## config.mk

```make
export PLATFORM = sky130hd
export DESIGN_NAME = div_seq_flat
export DESIGN_NICKNAME = d
export VERILOG_FILES = /design/src/rtl/mult_div_pkg.sv /design/src/rtl/div_seq_if.sv /design/src/rtl/div_step.sv /design/src/rtl/div_seq.sv /design/src/flat_wrapper.sv
export SDC_FILE = /design/constraint.sdc
export NUM_CORES = 1
export LEC_CHECK = 0
export CAP_MARGIN = 40
export CORE_ASPECT_RATIO = 0.7
export CORE_MARGIN = 2
export CORE_UTILIZATION = 25
export DETAILED_ROUTE_END_ITERATION = 7
export PLACE_DENSITY = 0.42
export SLEW_MARGIN = 10
export SYNTH_ARGS = -nofsm -noshare
export SYNTH_HDL_FRONTEND = slang
export SYNTH_SLANG_ARGS = --single-unit
```

## constraint.sdc

```tcl
create_clock -name clock -period 5.35 [get_ports clock]
set_clock_uncertainty 0.15 [all_clocks]
set_input_delay 0.8025 -clock clock [delete_from_list [all_inputs] [get_ports clock]]
set_output_delay 0.8025 -clock clock [all_outputs]
set_load 0.02 [all_outputs]
```

## src/rtl/mult_div_pkg.sv

```systemverilog
`default_nettype none
// ============================================================================
//  Package     : mult_div_pkg
//  Description : Constants and types shared by the Booth multiplier and the
//                sequential divider of the mult/div unit.
//  Revision    : 1.0 - initial release
// ============================================================================
package mult_div_pkg;

  // Operand / result width of the unit.
  localparam int WIDTH = 32;

  // Values of the MultOrDiv operation select.
  localparam logic OP_MULT = 1'b0;
  localparam logic OP_DIV  = 1'b1;

  // Number of restoring shift-subtract steps per division.
  localparam int ITER = 32;

  // Divider control states.
  typedef enum logic [1:0] {
    IDLE  = 2'd0,
    RUN   = 2'd1,
    FIX   = 2'd2,
    DZERO = 2'd3
  } div_state_t;

endpackage : mult_div_pkg
`default_nettype wire

```

## src/rtl/div_seq_if.sv

```systemverilog
`default_nettype none
// ============================================================================
//  Interface   : div_seq_if
//  Description : Request / result bundle of the sequential divider. The
//                master issues operations, the slave (divider) returns the
//                hi/lo results and status.
//  Revision    : 1.0 - initial release
// ============================================================================
interface div_seq_if #(
  parameter int WIDTH = mult_div_pkg::WIDTH
);

  logic             start;
  logic             MultOrDiv;
  logic [WIDTH-1:0] A;
  logic [WIDTH-1:0] B;
  logic [WIDTH-1:0] hi;
  logic [WIDTH-1:0] lo;
  logic             busy;
  logic             done;
  logic             div_zero;

  modport master (
    output start, MultOrDiv, A, B,
    input  hi, lo, busy, done, div_zero
  );

  modport slave (
    input  start, MultOrDiv, A, B,
    output hi, lo, busy, done, div_zero
  );

endinterface : div_seq_if
`default_nettype wire

```

## src/rtl/div_step.sv

```systemverilog
`default_nettype none
// ============================================================================
//  Module      : div_step
//  Description : One restoring division iteration on unsigned magnitudes:
//                shift {rem, quo} left by one, trial-subtract the divisor and
//                keep the difference when it is non-negative.
//  Revision    : 1.0 - initial release
// ============================================================================
module div_step #(
  parameter int WIDTH = mult_div_pkg::WIDTH
) (
  input  logic [WIDTH-1:0] rem,
  input  logic [WIDTH-1:0] quo,
  input  logic [WIDTH-1:0] divisor,
  output logic [WIDTH-1:0] rem_next,
  output logic [WIDTH-1:0] quo_next
);

  // rem < divisor <= 2^(WIDTH-1), so the shifted remainder fits WIDTH+1 bits
  // and the trial difference never wraps; its top bit is a true sign.
  logic [WIDTH:0] shifted;
  logic [WIDTH:0] trial;

  // Shift in the next dividend bit and decide the quotient bit.
  always_comb begin
    shifted = {rem, quo[WIDTH-1]};
    trial   = shifted - {1'b0, divisor};
    if (!trial[WIDTH]) begin
      rem_next = trial[WIDTH-1:0];
      quo_next = {quo[WIDTH-2:0], 1'b1};
    end else begin
      rem_next = shifted[WIDTH-1:0];
      quo_next = {quo[WIDTH-2:0], 1'b0};
    end
  end

endmodule : div_step
`default_nettype wire

```

## src/rtl/div_seq.sv

```systemverilog
`default_nettype none
// ============================================================================
//  Module      : div_seq
//  Description : Sequential signed divider (MIPS DIV semantics, truncation
//                toward zero). Quotient on lo, remainder on hi. One restoring
//                step per cycle on operand magnitudes, then a sign-fix cycle.
//  Revision    : 1.0 - initial release
// ============================================================================
module div_seq #(
  parameter int WIDTH = mult_div_pkg::WIDTH
) (
  input  logic      clock,
  input  logic      reset,
  div_seq_if.slave  bus
);

  import mult_div_pkg::*;

  localparam int CNT_W = $clog2(ITER + 1);

  div_state_t       state;
  div_state_t       state_nxt;

  logic [WIDTH-1:0] rem;
  logic [WIDTH-1:0] quo;
  logic [WIDTH-1:0] dvsr;
  logic             sign_q;
  logic             sign_r;
  logic [CNT_W-1:0] cnt;

  logic             accept;
  logic             b_zero;
  logic [WIDTH-1:0] a_mag;
  logic [WIDTH-1:0] b_mag;
  logic [WIDTH-1:0] rem_step;
  logic [WIDTH-1:0] quo_step;

  logic [WIDTH-1:0] hi_r;
  logic [WIDTH-1:0] lo_r;
  logic             busy_r;
  logic             done_r;
  logic             dz_r;

  assign bus.hi       = hi_r;
  assign bus.lo       = lo_r;
  assign bus.busy     = busy_r;
  assign bus.done     = done_r;
  assign bus.div_zero = dz_r;

  div_step #(.WIDTH(WIDTH)) u_step (
    .rem      (rem),
    .quo      (quo),
    .divisor  (dvsr),
    .rem_next (rem_step),
    .quo_next (quo_step)
  );

  // State register.
  always_ff @(posedge clock or negedge reset) begin
    if (!reset) state <= IDLE;
    else        state <= state_nxt;
  end

  // Next-state decode: accept only a divide request while idle.
  always_comb begin
    state_nxt = state;
    case (state)
      IDLE:    if (accept) state_nxt = b_zero ? DZERO : RUN;
      RUN:     if (cnt == CNT_W'(1)) state_nxt = FIX;
      FIX:     state_nxt = IDLE;
      DZERO:   state_nxt = IDLE;
      default: state_nxt = IDLE;
    endcase
  end

  // Request qualification and operand magnitudes. The most negative value
  // negates to itself, which is exactly its magnitude read as unsigned.
  always_comb begin
    accept = (state == IDLE) && bus.start && (bus.MultOrDiv == OP_DIV);
    b_zero = (bus.B == '0);
    a_mag  = bus.A[WIDTH-1] ? -bus.A : bus.A;
    b_mag  = bus.B[WIDTH-1] ? -bus.B : bus.B;
  end

  // Datapath and result registers, advanced according to the current state.
  always_ff @(posedge clock or negedge reset) begin
    if (!reset) begin
      rem    <= '0;
      quo    <= '0;
      dvsr   <= '0;
      sign_q <= 1'b0;
      sign_r <= 1'b0;
      cnt    <= '0;
      hi_r   <= '0;
      lo_r   <= '0;
      busy_r <= 1'b0;
      done_r <= 1'b0;
      dz_r   <= 1'b0;
    end else begin
      done_r <= 1'b0;
      case (state)
        IDLE: begin
          if (accept) begin
            sign_q <= bus.A[WIDTH-1] ^ bus.B[WIDTH-1];
            sign_r <= bus.A[WIDTH-1];
            quo    <= a_mag;
            dvsr   <= b_mag;
            rem    <= '0;
            cnt    <= CNT_W'(ITER);
            busy_r <= !b_zero;
          end
        end
        RUN: begin
          rem <= rem_step;
          quo <= quo_step;
          cnt <= cnt - CNT_W'(1);
        end
        FIX: begin
          lo_r   <= sign_q ? -quo : quo;
          hi_r   <= sign_r ? -rem : rem;
          done_r <= 1'b1;
          busy_r <= 1'b0;
          dz_r   <= 1'b0;
        end
        DZERO: begin
          done_r <= 1'b1;
          busy_r <= 1'b0;
          dz_r   <= 1'b1;
        end
        default: ;
      endcase
    end
  end

endmodule : div_seq
`default_nettype wire
```

## src/flat_wrapper.sv

```systemverilog
// flat-port wrapper written by rule: the top's interface ports become plain ports
module div_seq_flat import mult_div_pkg::*;
#(
  parameter int WIDTH = mult_div_pkg::WIDTH
)
  (clock, reset, bus_start, bus_MultOrDiv, bus_A, bus_B, bus_hi, bus_lo, bus_busy, bus_done, bus_div_zero);
  div_seq_if #(.WIDTH(WIDTH)) bus_i ();
  input  logic clock;
  input  logic reset;
  input wire logic [$bits(bus_i.start)-1:0] bus_start;
  input wire logic [$bits(bus_i.MultOrDiv)-1:0] bus_MultOrDiv;
  input wire logic [$bits(bus_i.A)-1:0] bus_A;
  input wire logic [$bits(bus_i.B)-1:0] bus_B;
  output wire logic [$bits(bus_i.hi)-1:0] bus_hi;
  output wire logic [$bits(bus_i.lo)-1:0] bus_lo;
  output wire logic [$bits(bus_i.busy)-1:0] bus_busy;
  output wire logic [$bits(bus_i.done)-1:0] bus_done;
  output wire logic [$bits(bus_i.div_zero)-1:0] bus_div_zero;
  assign bus_i.start = bus_start;
  assign bus_i.MultOrDiv = bus_MultOrDiv;
  assign bus_i.A = bus_A;
  assign bus_i.B = bus_B;
  assign bus_hi = bus_i.hi;
  assign bus_lo = bus_i.lo;
  assign bus_busy = bus_i.busy;
  assign bus_done = bus_i.done;
  assign bus_div_zero = bus_i.div_zero;
  div_seq #(.WIDTH(WIDTH)) u_core (.clock(clock), .reset(reset), .bus(bus_i));
endmodule
```

==> results.py, run 1 <==
metrics = {
    "synthesis": {
        "syn_nets": 1357,
        "syn-cell-area_um2": 10930,
        "synthAdderAreaFrac": 0.04532,
        "ys_warn_count": 0,
        "synth_area_per_cell_um2": 8.745,
        "synth_edf_count": 0,
        "synth_sequential_area_ratio": 0.3960,
        "synth-main-ff-cell": "dfrtp_1",
        "synth-xor-area-share": 0.1202,
        "synth_top_family_by_area": "compound AO/OA/AOI/OAI gates",
        "syn_inst": 1250,
        "yosys_register_bits": 173,
        "async_reset_ff_frac": 1.000,
        "synth_mux_area_frac": 0.02392,
        "synthDistinctLibCells": 65,
        "synth-compound-area-share": 0.2049,
        "synth_simple_gate_area_frac": 0.1660,
    },
    "layout": {
        "final_cell_mix": "nand2_1, dfrtp_1, o21ai_0",
        "final_cells": 1961,
        "fin_nets": 1461,
        "multi_input_area_um2": 6167,
        "diodes": 0,
        "fill_cells": 4645,
        "syn_to_final_growth_pct": 24.44,
        "mostFrequentLayoutCell": "nand2_1",
        "drive_gt1_frac": 0.05048,
        "seq_area_um2": 4329,
    },
    "sta": {
        "maxSlewViolCount": 0,
        "max_freq_mhz": 244.0,
        "hold_viol": 0,
        "setup_viol": 0,
        "fin_setup_tns_ns": 0,
        "period_share": 0.7662,
        "slew_headroom": 0.3564,
        "grt_setup_unrepaired": "false",
        "worstMarginPinSlew_ns": 0.9654,
        "post-route-min-period_ns": 4.099,
        "hold-worst-slack_ns": 0.3267,
    },
    "global_routing": {
        "antenna_found_initial": 0,
        "grt-ovfl-total": 0,
        "grt_use_total": 0.1544,
        "grt_max_degree": 160,
        "grt_pass1_vias": 9016,
        "grt_first_pass_wirelength_um": 53490,
    },
    "min_path": {
        "hp-class": "reg2reg",
    },
    "die": {
        "initial_core_util": 0.2519,
        "die_h_um": 179.0,
        "ioPinCount": 135,
        "die-area_um2": 45440,
        "die_x_um": 253.9,
        "placementRows": 64,
        "fp.coreArea_um2": 43400,
    },
    "place": {
        "io_buffers": 134,
        "place_congestion": 0.8393,
        "dp_hpwl_um": 25370,
        "dp_cells": 1928,
    },
    "clock_network": {
        "path_clk_slew_ns": 0.07,
        "htreeDepth": 4,
        "clock-root-buffer": "clkbuf_16",
        "cts_made_buffers": 17,
        "ctsHoldBuffers": 1,
        "clkSinkCount": 173,
        "clkLatencyLatePin_ns": 0.45,
        "clockBufferDepth": 2,
        "cts_resized": 0,
        "cts_setup_buffers": 0,
        "cts_tree": "yes",
    },
    "power_and_ir_drop": {
        "power_density_nw_per_um2": 673.5,
        "leakage_nw": 5.647,
        "ir_drop_mv": 0.3458,
    },
    "routing": {
        "drt_iter0_markers": 540,
        "totalWireLength_um": 34240,
        "detail_route.wl_per_cell_um": 17.46,
        "ant_nets": 0,
        "num_vias": 9231,
        "drc_errors": 0,
        "viasPerCell": 4.707,
        "first_pass_iters": 4,
    },
    "worst_setup_path": {
        "path_class": "reg2reg",
        "critPathLaunchType": "register",
        "required_ns": 5.54,
        "cp_max_fo": 9,
        "arrival_ns": 4.29,
        "crit_path_end_kind": "register",
    },
    "job": {
        "maxCapViolCount": 0,
    },
    "status": {
        "status": "finished clean",
    },
}
## worst max-delay path: stages (launching register included)
cell      delay, ns
dfrtp_1        0.34
inv_1          0.08
ha_1           0.21
fa_1           0.38
nor2b_1        0.21
o211ai_1       0.18
a21oi_1        0.29
o211ai_1       0.23
a21oi_1        0.40
o21ai_1        0.21
xor2_1         0.70
buf_4          0.29
nand2_1        0.06
a32o_1         0.24
## stage by stage
| stage | cell area (um2) | util | setup WS, ns | power [mW] |
|---|---|---|---|---|
| finish | 13600 | 0.3134 | 1.251 | 9.161 |
| global route | 13600 | 0.3134 | 0.9548 | 9.964 |
| CTS | 13600 | 0.3134 | 1.285 | 9.239 |
| detailed placement | 12940 | 0.2981 | 0.9949 | 7.768 |
| global placement | 12880 | 0.2968 | 0.9578 | 7.719 |
| floorplan | 10930 | - | 1.761 | 6.084 |
## sequential cells by signal (all words and copies together) (netlist names)
| name | count |
|---|---|
| u_core.bus.busy | 1 |
| u_core.bus.div_zero | 1 |
| u_core.bus.done | 1 |
| u_core.bus.hi | 32 |
| u_core.bus.lo | 32 |
| u_core.cnt | 6 |
| u_core.dvsr | 32 |
| u_core.quo | 32 |
| u_core.rem | 32 |
| u_core.sign_q | 1 |
| u_core.sign_r | 1 |
| u_core.state | 2 |
## synthesized netlist by cell type (8+ instances only)
library cell	count	area share
o21ai_0	140	0.064
a21oi_1	35	0.016
nand3_1	38	0.017
or3_1	20	0.011
o31ai_1	31	0.021
ha_1	38	0.043
a22oi_1	31	0.021
clkbuf_1	55	0.019
nor3_1	13	0.0060
nor2b_1	8	0.0046
inv_1	52	0.018
o41ai_1	15	0.012
or4_1	19	0.013
nor4_1	8	0.0046
mux2i_1	25	0.023
dfrtp_1	173	0.40
o211ai_1	13	0.0089
nand2_1	182	0.062
xor2_1	118	0.095
nand2b_1	12	0.0069
a21o_1	10	0.0069
nor2_1	35	0.012
o21ai_1	64	0.029
xnor2_1	32	0.026
## layout make-up
cell class | instances | area share
flip-flops and latches | 173 | 0.3182
repair buffers | 149 | 0.1110
inverters | 53 | 0.01462
multi-input cells | 960 | 0.4534
clock buffers | 19 | 0.03330
clock inverters | 13 | 0.01481
well taps | 594 | 0.05464
## metal layers
| layer | vias to the layer above | share of wire | track usage |
|---|---|---|---|
| met5 | - | 0 | 0 |
| met4 | 0 | 0.0081 | 0.03554 |
| met1 | 4428 | 0.55 | 0.2407 |
| met2 | 138 | 0.41 | 0.2173 |
| li1 | 4648 | - | - |
| met3 | 17 | 0.031 | 0.02613 |
## report_power, final
group,internal (mW),switching (mW)
combinational,2.26,2.97
clock,0.820,0.596
sequential,1.85,0.661
## cell families after synthesis
family | Yosys count
adder cells (fa/ha/maj) | 39
XOR/XNOR | 150
AND/OR/NAND/NOR | 374
AO/OA/AOI/OAI | 371
multiplexers | 26
flip-flops | 173
buffers and inverters | 117
## path summary, 6_finish.rpt
check                                       from               end  slack, ns  cells after the start
worst min register to register  u_core.bus.hi[5]  u_core.bus.hi[5]       0.33                      2
worst min-delay path            u_core.bus.hi[5]  u_core.bus.hi[5]       0.33                      2
max in group asynchronous                  reset    u_core.rem[26]       3.24                      3
min in group asynchronous                  reset    u_core.dvsr[4]       0.61                      2
worst max-delay path              u_core.quo[31]     u_core.rem[0]       1.25                     13
worst max register to register    u_core.quo[31]     u_core.rem[0]       1.25                     13
(Power assumes the default switching activity.)
==> run 2, diff against run 1 <==
- clock period: 5.35 -> 3.8 ns (I/O delays scaled with it)
==> run 2 against run 1 <==
  * Critical path depth is 4 lower
  * Highest routed layer unchanged
  * Count of clock-buffer cells in the layout shrank 2
  * Maximum frequency is 12% higher
  * Via count up 2.4%
  * Sequential share of layout area fell by 1.2 points
  * Global-route usage is 0.36 points higher
  * Power increased by 50%
==> results.py, run 2 (synthesis results as in run 1) <==
metrics = {
    "routing": {
        "ant_nets": 0,
        "detail_route.wl_per_cell_um": 17.32,
        "drc_errors": 0,
        "totalWireLength_um": 35040,
        "drt_iter0_markers": 599,
        "viasPerCell": 4.673,
        "first_pass_iters": 5,
        "num_vias": 9453,
    },
    "worst_setup_path": {
        "critical_path_buf_inv_count": 0,
        "crit_path_frequent_cell": "or4_4",
        "crit_slowest_cell": "or4_4",
        "critPathMaxStageDelay_ns": 0.55,
        "required_ns": 3.97,
        "reg2reg_slack_ns": 0.14,
        "reg2reg_to": "u_core.bus.hi[28]",
        "arrival_ns": 3.82,
        "crit_start": "u_core.rem[10]",
        "r2r_cells": 9,
        "cp-endpoint": "u_core.bus.hi[28]",
        "path_class": "reg2reg",
        "r2r-start": "u_core.rem[10]",
        "critPathLaunchType": "register",
        "cp_max_fo": 3,
        "path_depth": 9,
        "critPathTopFamily": "simple AND/OR/NAND/NOR gates",
        "crit_path_end_kind": "register",
        "crit_chain": "or4_4, or3_4, or3_4, or4_4, or4_4, or4_4, o31ai_4, xor2_1, o21ai_1",
    },
    "power_and_ir_drop": {
        "leakage_nw": 5.977,
        "power_density_nw_per_um2": 969.6,
        "ir_drop_mv": 0.3630,
    },
    "sta": {
        "setup_viol": 0,
        "worstMarginPinSlew_ns": 0.9142,
        "maxSlewViolCount": 0,
        "period_share": 0.9622,
        "grt_setup_unrepaired": "false",
        "max_freq_mhz": 273.5,
        "hold_viol": 0,
        "post-route-min-period_ns": 3.656,
        "hold-worst-slack_ns": 0.3260,
        "timing.final.ws_setup_ns": 0.1437,
        "slew_headroom": 0.3886,
    },
    "place": {
        "place_congestion": 0.8571,
        "dp_hpwl_um": 26960,
        "placed_area_um2": 13470,
        "pre_cts_ws_ns": -0.2068,
        "io_buffers": 134,
    },
    "global_routing": {
        "grt_pass1_vias": 9152,
        "grt_max_degree": 80,
        "grt-ovfl-total": 0,
        "grt_use_total": 0.1580,
        "grt_first_pass_wirelength_um": 54770,
        "antenna_found_initial": 2,
    },
    "clock_network": {
        "cts_setup_buffers": 0,
        "clkSinkCount": 173,
        "clkLatencyLatePin_ns": 0.45,
        "htreeDepth": 4,
        "cts_tree": "yes",
        "cts_made_buffers": 17,
        "clockBufferDepth": 2,
        "path_clk_slew_ns": 0.07,
        "clock-root-buffer": "clkbuf_16",
    },
    "layout": {
        "drive_gt1_frac": 0.09314,
        "final_cell_mix": "nand2_1, dfrtp_1, o21ai_0",
        "fill_cells": 4585,
        "mostFrequentLayoutCell": "nand2_1",
        "syn_to_final_growth_pct": 29.55,
        "fin_nets": 1522,
        "design_area_um2": 14160,
        "final_util": 0.3263,
    },
    "die": {
        "ioPinCount": 135,
        "die_x_um": 253.9,
        "die-area_um2": 45440,
        "die_h_um": 179.0,
        "initial_core_util": 0.2519,
        "fp.coreArea_um2": 43400,
        "placementRows": 64,
    },
    "min_path": {
        "min_from": "u_core.bus.hi[7]",
        "hp-class": "reg2reg",
    },
    "status": {
        "status": "finished clean",
    },
    "job": {
        "maxCapViolCount": 0,
    },
}
run 2: changes by cell type in the layout (fill, tap and decap cells not counted):
cell	delta
dfrtp_1	-1
buf_4	+56
clkbuf_8	-2
clkinvlp_4	-1
o41ai_1	-1
diode_2	+1
dfrtp_2	+1
bufinv_16	+1
nor4_1	-1
clkinv_2	+2
nor4_4	+1
buf_16	+1
o41ai_2	+1
buf_12	+4
run 2: worst register-to-register path, cell delays in order (launching register included):
cell,delay (ns)
dfrtp_1,0.38
or4_4,0.55
or3_4,0.35
or3_4,0.33
or4_4,0.43
or4_4,0.43
or4_4,0.47
o31ai_4,0.19
xor2_1,0.18
o21ai_1,0.07
run 2: routing by layer:
metal  vias up  wire (um)  track usage
met5         -          0            0
met4         0        281      0.03652
met3        15       1498      0.02904
met2       187      13740       0.2128
met1      4475      19520       0.2526
li1       4776          -            -
run 2: layout make-up:
cell class | instances | area [um2] | share of cell area
Inverter | 53 | 198.9 | 0.01405
Clock inverter | 15 | 234.0 | 0.01652
Tap cell | 594 | 743.2 | 0.05248
Multi-Input combinational cell | 960 | 6190 | 0.4371
Antenna cell | 1 | 2.502 | 0.0001767
Timing Repair Buffer | 210 | 2038 | 0.1439
Clock buffer | 17 | 425.4 | 0.03004
Sequential cell | 173 | 4330 | 0.3058
run 2: how the worst min path moves through the flow:
stage / end / slack, ns / cells past startpoint
finish: u_core.bus.hi[7] / 0.33 / 2
detailed placement: u_core.bus.lo[5] / 0.32 / 2
global route: u_core.dvsr[13] / 0.35 / 2
floorplan: u_core.bus.busy / 0.12 / 0
CTS: u_core.bus.hi[7] / 0.34 / 2
global placement: u_core.bus.lo[5] / 0.31 / 2
run 2: timing repair:
item	CTS	global route
setup endpoints to repair	1	2
hold buffers	1	0
gates resized for setup	1	3
endpoints found under the hold margin	55	0
run 2: metrics by stage:
step | TNS, ns | total power, mW | cells
floorplan | 0 | 8.566 | 1250
global route | 0 | 14.92 | 2023
finish | 0 | 13.73 | 2023
detailed placement | -0.7978 | 11.74 | 1989
CTS | 0 | 13.83 | 2022
global placement | -0.9898 | 11.64 | 1986
run 2: where the power goes:
group / total [mW] / internal [mW] / switching (mW)
Sequential: 3.36 / 2.61 / 0.753
Clock: 2.01 / 1.18 / 0.829
Combinational: 8.36 / 3.75 / 4.61
==> RTL edit (flow settings as in run 2) <==
Set the package constant `ITER` to 64 (it was 32).
--- a/src/rtl/mult_div_pkg.sv
+++ b/src/rtl/mult_div_pkg.sv
@@ -17,3 +17,3 @@
   // Number of restoring shift-subtract steps per division.
-  localparam int ITER = 32;
+  localparam int ITER = 64;
 
Function: same outputs for any inputs over 10 cycles, from zero or initial values and one cycle with reset low; that may be too few to reach the edited logic, so the function may still have changed.
==> RTL edit against run 2 <==
- setup slack gained 0.029 ns
- routed wire length grew 6.0%
- count of clock-buffer cells in the layout grew 1
- synthesized area rose by 3.8%
- sequential share of layout area decreased by 0.29 points
- sequential cell count grew 1
- design area increased by 1.6%
- die area is 3.7% higher
- first-iteration DRC count increased by 24%
- critical path type unchanged
- largest cell class unchanged
Power is left out: it rests on default switching activity, and per cell area and clock period it moved more than threefold.
==> RTL edit: results (changes against run 2) <==
| Metric | Value |
|---|---|
| Met3 GRT Util | 2.63% (was 2.90%) |
| Register-to-Register Path Depth | 10 (was 9) |
| CP peak stage delay | 0.53 ns (was 0.55 ns) |
| Via count | 10100 (was 9453) |
| Met3 WL | 1.81 mm (was 1.50 mm) |
| Synthesized net count | 1435 (was 1357) |
| Worst-path maximum fanout | 6 (was 3) |
| Largest net degree at the start of global routing | 90 (was 80) |
| Layout cells sized above 1 | 7.99% (was 9.31%) |
| Nets | 1571 (was 1522) |
| Worst-margin pin slew | 0.921 ns (was 0.914 ns) |
| Fillers | 4749 (was 4585) |
| Initial DRC count | 743 (was 599) |
| Synth cell types | 61 (was 65) |
| Initial antenna violation count | 0 (was 2) |
| Worst R2R End | u_core.bus.hi[26] (was u_core.bus.hi[28]) |
| Slowest library cell on the worst path | or4_1 (was or4_4) |
| Met1 Usage GRT | 27.0% (was 25.3%) |
| XOR/XNOR share of the synthesized area | 10.9% (was 12.0%) |
| Vias in the first global route | 9686 (was 9152) |
| Synth area leaders | dfrtp_1 38%, xor2_1 8.8%, o21ai_0 7.4% (was dfrtp_1 40%, xor2_1 9.5%, o21ai_0 6.4%) |
| GRT Overall Usage | 16.1% (was 15.8%) |
| CP startpoint | u_core.rem[1] (was u_core.rem[10]) |
| Clk_lat worst skew | 0.45 ns (about the same) |
| Hold depth | 1 (was 2) |
| Metal-1 WL | 21.1 mm (was 19.5 mm) |
| Compound-Gate Fraction of Synth Area | 22.5% (was 20.5%) |
| Register area share after synthesis | 38.4% (was 39.6%) |
| Post-route core utilization | 32.0% (was 32.6%) |
| Status | completed (unchanged) |
| WL final | 37.1 mm (was 35.0 mm) |
| Post-synthesis mux area share | 0.717% (was 2.39%) |
| Routed wl met2 | 14.0 mm (was 13.7 mm) |
| Reg-to-reg slack, setup | 0.17 ns (was 0.14 ns) |
| Post_cts resized | 0 (was 1) |
| Synth top cells by count | 184 x nand2_1, 174 x dfrtp_1, 167 x o21ai_0 (was 182 x nand2_1, 173 x dfrtp_1, 140 x o21ai_0) |
| Synthesized-area fraction occupied by adder cells | 4.37% (was 4.53%) |
-- RTL edit: cell type report --
type | count | area [um2] | area share (%)
clock inverters | 14 | 158 | 1.10
inverters | 55 | 206 | 1.44
flip-flops and latches | 174 | 4360 | 30.3
repair buffers | 197 | 1950 | 13.5
multi-input cells | 1019 | 6530 | 45.4
clock buffers | 18 | 429 | 2.98
well taps | 603 | 754 | 5.25
-- RTL edit: per-stage QoR --
stage / cell area [um2] / hold WS (ns) / instances / setup slack, ns
3_3_place_gp: 13700 / 0.314 / 2043 / -0.0244
2_1_floorplan: 11300 / 0.124 / 1328 / 0.350
5_1_grt: 14400 / 0.347 / 2080 / 0.0160
6_report: 14400 / 0.325 / 2080 / 0.172
4_1_cts: 14300 / 0.329 / 2079 / 0.0149
3_5_place_dp: 13700 / 0.320 / 2046 / 0.0248
-- RTL edit: cell families after synthesis --
kind of cell	count (synthesis)
compound gates	408
xor+xnor	141
fa+ha+maj	39
buf+inv	135
flops	174
mux	8
simple gates	423
